===== config.mk =====
export PLATFORM = sky130hd
export DESIGN_NAME = counting_grade
export DESIGN_NICKNAME = d
export VERILOG_FILES = /design/src/rtl/counting_grade.sv
export SDC_FILE = /design/constraint.sdc
export NUM_CORES = 1
export LEC_CHECK = 0
export CORE_AREA = 2 2 39 41
export CTS_CLUSTER_DIAMETER = 200
export CTS_CLUSTER_SIZE = 28
export DETAILED_ROUTE_END_ITERATION = 7
export DIE_AREA = 0 0 41 43
export PLACE_DENSITY_LB_ADDON = 0.15
export SYNTH_ARGS = -nofsm -noshare
export SYNTH_HDL_FRONTEND = slang
export SYNTH_SLANG_ARGS = --single-unit

===== constraint.sdc =====
create_clock -name start_pulse -period 2.05 [get_ports start_pulse]
set_clock_uncertainty 0.15 [all_clocks]
set_input_delay 0.3075 -clock start_pulse [delete_from_list [all_inputs] [get_ports start_pulse]]
set_output_delay 0.3075 -clock start_pulse [all_outputs]
set_load 0.01 [all_outputs]

===== src/rtl/counting_grade.sv =====
// Rock-paper-scissors scoreboard: each start_pulse edge scores one round and
// both scores freeze at MAX_SCORE until sw2 clears them.
module counting_grade #(
  parameter int unsigned MAX_SCORE = 7
) (
  input  logic       start_pulse,
  input  logic [2:0] left,
  input  logic [2:0] right,
  output logic [2:0] a_score,
  output logic [2:0] b_score,
  input  logic       sw2
);

  typedef enum logic [2:0] {
    ROCK     = 3'b001,
    PAPER    = 3'b010,
    SCISSORS = 3'b100
  } gesture_e;

  localparam logic [2:0] MAX_VAL = 3'(MAX_SCORE);

  logic [2:0] r_a_score;
  logic [2:0] r_b_score;
  logic       w_valid;
  logic       w_a_wins;
  logic       w_b_wins;
  logic       w_frozen;

  function automatic logic is_gesture(input logic [2:0] g);
    return (g == ROCK) || (g == PAPER) || (g == SCISSORS);
  endfunction

  function automatic logic beats(input logic [2:0] x, input logic [2:0] y);
    return ((x == ROCK)     && (y == SCISSORS)) ||
           ((x == SCISSORS) && (y == PAPER))    ||
           ((x == PAPER)    && (y == ROCK));
  endfunction

  // NOTE: every signal driven here gets a default first, so no path can leave it
  // unassigned and infer a latch.
  always_comb begin
    w_valid  = 1'b0;
    w_a_wins = 1'b0;
    w_b_wins = 1'b0;
    w_frozen = (r_a_score == MAX_VAL) || (r_b_score == MAX_VAL);
    w_valid  = is_gesture(left) && is_gesture(right);
    if (w_valid) begin
      w_a_wins = beats(left, right);
      w_b_wins = beats(right, left);
    end
  end

  // NOTE: state uses non-blocking assignments so both scores update from the
  // same pre-edge values, independent of statement order.
  always_ff @(posedge start_pulse or posedge sw2) begin
    if (sw2) begin
      r_a_score <= 3'd0;
      r_b_score <= 3'd0;
    end else if (!w_frozen) begin
      // beats() is antisymmetric, so at most one of these is ever set
      if (w_a_wins) begin
        r_a_score <= r_a_score + 3'd1;
      end else if (w_b_wins) begin
        r_b_score <= r_b_score + 3'd1;
      end
    end
  end

  assign a_score = r_a_score;
  assign b_score = r_b_score;

endmodule


==> impl_metrics.toml <==
[setup_path]
critPathMaxFanout = 4
cp_cell_sequence = "clkdlybuf4s50_1, nor4b_2, nand3b_1, a211oi_2, buf_4, mux2_4"
critPathArrivalTime_ps = 1960
slowest_delay_ps = 540
criticalPathCategory = "in -> reg"
cp_slowest_cell = "clkdlybuf4s50_1"
cp_num_buf_inv = 2
path_delay_family = "buffers and inverters"
end_kind = "register"
start_kind = "input port"
critPathRequiredTime_ps = 2020

[floorplanning]
dieHeight_um = 43
initial_core_util = 0.3119
boundaryPins = 14
core-area_um2 = 1384
die-area_um2 = 1763
fp.dieW_um = 41
rows = 14

[global_route]
grt_pass1_wl_um = 1407
grt_use_met1 = 0.1126
grt_max_degree = 8
met3_usage = 0.01571
grt.total_usage = 0.1196
grt_use_met2 = 0.2156
antenna_found_initial = 0
first_global_vias = 375
busiest_layer = "met2"
overflow = 0

[clocking]
clkTransAtPathRegs_ps = 40
clk_latency_ps = 230
cts_root_buffer = "clkbuf_4"
cts_tree = "yes"
postCtsHoldBufs = 0
cts_max_path_buffers = 2
h-tree-depth = 1
cts_buffers = 3
cts_sinks = 6

[yosys]
synth_warnings = 0
yosysUniqueCellTypes = 15
yosysSeqAreaShare = 0.3478
syn_area_per_cell_um2 = 11.67
synth_area_um2 = 431.7
synth_fp_nets = 49
netlist_instances = 37
synth-seq-cells = 6

[sta]
max_freq_mhz = 501.6
tns_ps = 0
rsz0062_at_grt = "no"
finalSetupViolCount = 0
hold-worst-slack_ps = 132.2
worst_slew_pin_slew_ps = 309.9
min_period_over_period = 0.9725
drv_slew = 0
fin_crit_ps = 1994
hold_violations = 0
slew_headroom = 0.7875

[placed_design]
hpwl_um = 782
numPortBuffers = 13
gp_congestion = 0.5705

[finish]
multi_input_area_um2 = 315.3
seqCellArea_um2 = 150.1
syn_to_final_growth_pct = 66.67
post-route-util = 0.5199
fillers = 132
diodes = 0
drive_above_1_share = 0.3968
fin_nets = 77

[detailed_routing]
totalWireLength_um = 1101
ant_nets = 0
drc = 0
firstDrtPassIters = 3
wl_per_cell_um = 13.94
vias_per_cell = 5.203
drtIter0Drc = 2
vias = 411

[job]
maxCapViolCount = 0

[power]
p_int_w = 0.0003202
power.density_nw_per_um2 = 617.7
combinationalPowerShare = 0.416
p_leak_nw = 0.3457
pwr-share-seq = 0.355
p_sw_frac = 0.2794
pwr-share-clk = 0.229
ir_worst_vdd_uv = 417.2
switching_power_w = 0.0001242
p_total_w = 0.0004444

[hold_path]
hold_class = "in -> async"

[outcome]
status = "finished clean"
==> placed cells by master, fill, tap and decap left out, drive strengths merged <==
cell type | netlist | layout
a211oi | 2 | 2
and4bb | 2 | 2
buf | 0 | 10
clkbuf | 0 | 3
clkdlybuf4s50 | 0 | 9
dfrtp | 6 | 6
dlygate4sd2 | 0 | 2
dlymetal6s2s | 0 | 2
ha | 4 | 4
inv | 1 | 1
mux2 | 4 | 4
mux2i | 1 | 1
nand3b | 2 | 2
nor2 | 4 | 4
nor4b | 1 | 1
nor4bb | 2 | 2
o211ai | 1 | 1
o21ai | 3 | 3
xor2 | 4 | 4
==> per-stage QoR <==
step                      worst slack (ps)  area (um2)  cells
after floorplan                      110.4       431.7     37
after global placement              -181.5       619.3     71
after detailed placement            -266.5       619.3     71
after CTS                            4.302       639.4     74
after global routing               0.03464       719.4     79
final                                56.46       719.4     79
==> power by group through the flow <==
stage | registers (W) | logic (W) | clock network, W
6_report | 0.000158 | 0.000185 | 0.000102
5_1_grt | 0.000160 | 0.000197 | 0.000118
4_1_cts | 0.000164 | 0.000139 | 0.000109
3_5_place_dp | 0.000166 | 0.000140 | 0
3_3_place_gp | 0.000163 | 0.000132 | 0
2_1_floorplan | 0.000174 | 0.0000419 | 0
==> synthesized netlist by cell type <==
cell / n / share of area
o21ai_0: 2 / 0.023
mux2i_1: 1 / 0.023
o21ai_1: 1 / 0.012
mux2_2: 4 / 0.10
nor4b_2: 1 / 0.035
nor4bb_1: 2 / 0.046
inv_1: 1 / 0.0087
ha_1: 4 / 0.12
o211ai_1: 1 / 0.017
a211oi_2: 2 / 0.058
and4bb_2: 2 / 0.058
nand3b_1: 2 / 0.035
dfrtp_1: 6 / 0.35
xor2_1: 4 / 0.081
nor2_1: 4 / 0.035
==> cell type report <==
class / count / area share
sequential: 6 / 0.2087
inverter: 1 / 0.005217
multi-input combinational: 30 / 0.4383
timing repair buffer: 23 / 0.2887
clock buffer: 3 / 0.03130
tap: 16 / 0.02783
==> state kept, by name, summed over array words and instances (netlist names) <==
name     flops
a_score      3
b_score      3
==> per-layer routing <==
metal	vias to the layer above	wire, um
met4	0	8
met5	-	0
met1	209	389
met2	8	643
met3	2	60
li1	192	-
==> final timing paths <==
path | start | to | slack [ps] | depth (start not counted)
setup reg to reg | b_score[1] | a_score[2] | 80 | 7
min in group start_pulse | a_score[2] | a_score[2] | 400 | 1
hold reg to reg | a_score[2] | a_score[2] | 400 | 1
hold / removal | sw2 | a_score[0] | 130 | 2
max in group asynchronous | sw2 | b_score[2] | 1430 | 2
setup / recovery | left[1] | b_score[1] | 60 | 6
==> kinds of logic after synthesis <==
group / Yosys count / share of synthesized area
AND/OR/NAND/NOR: 11 / 0.2087
adder cells (fa/ha/maj): 4 / 0.1159
XOR/XNOR: 4 / 0.08115
flip-flops: 6 / 0.3478
buffers and inverters: 1 / 0.008687
multiplexers: 5 / 0.1275
AO/OA/AOI/OAI: 6 / 0.1101
==> timing repair <==
action	in CTS	in global routing
gates cloned	0	0
buffers inserted	0	5
pin swaps	2	6
gates resized for setup	2	11
hold endpoints to repair	0	0
endpoints found under the setup margin	2	5
No activity file was read; power rests on OpenSTA's default activity.
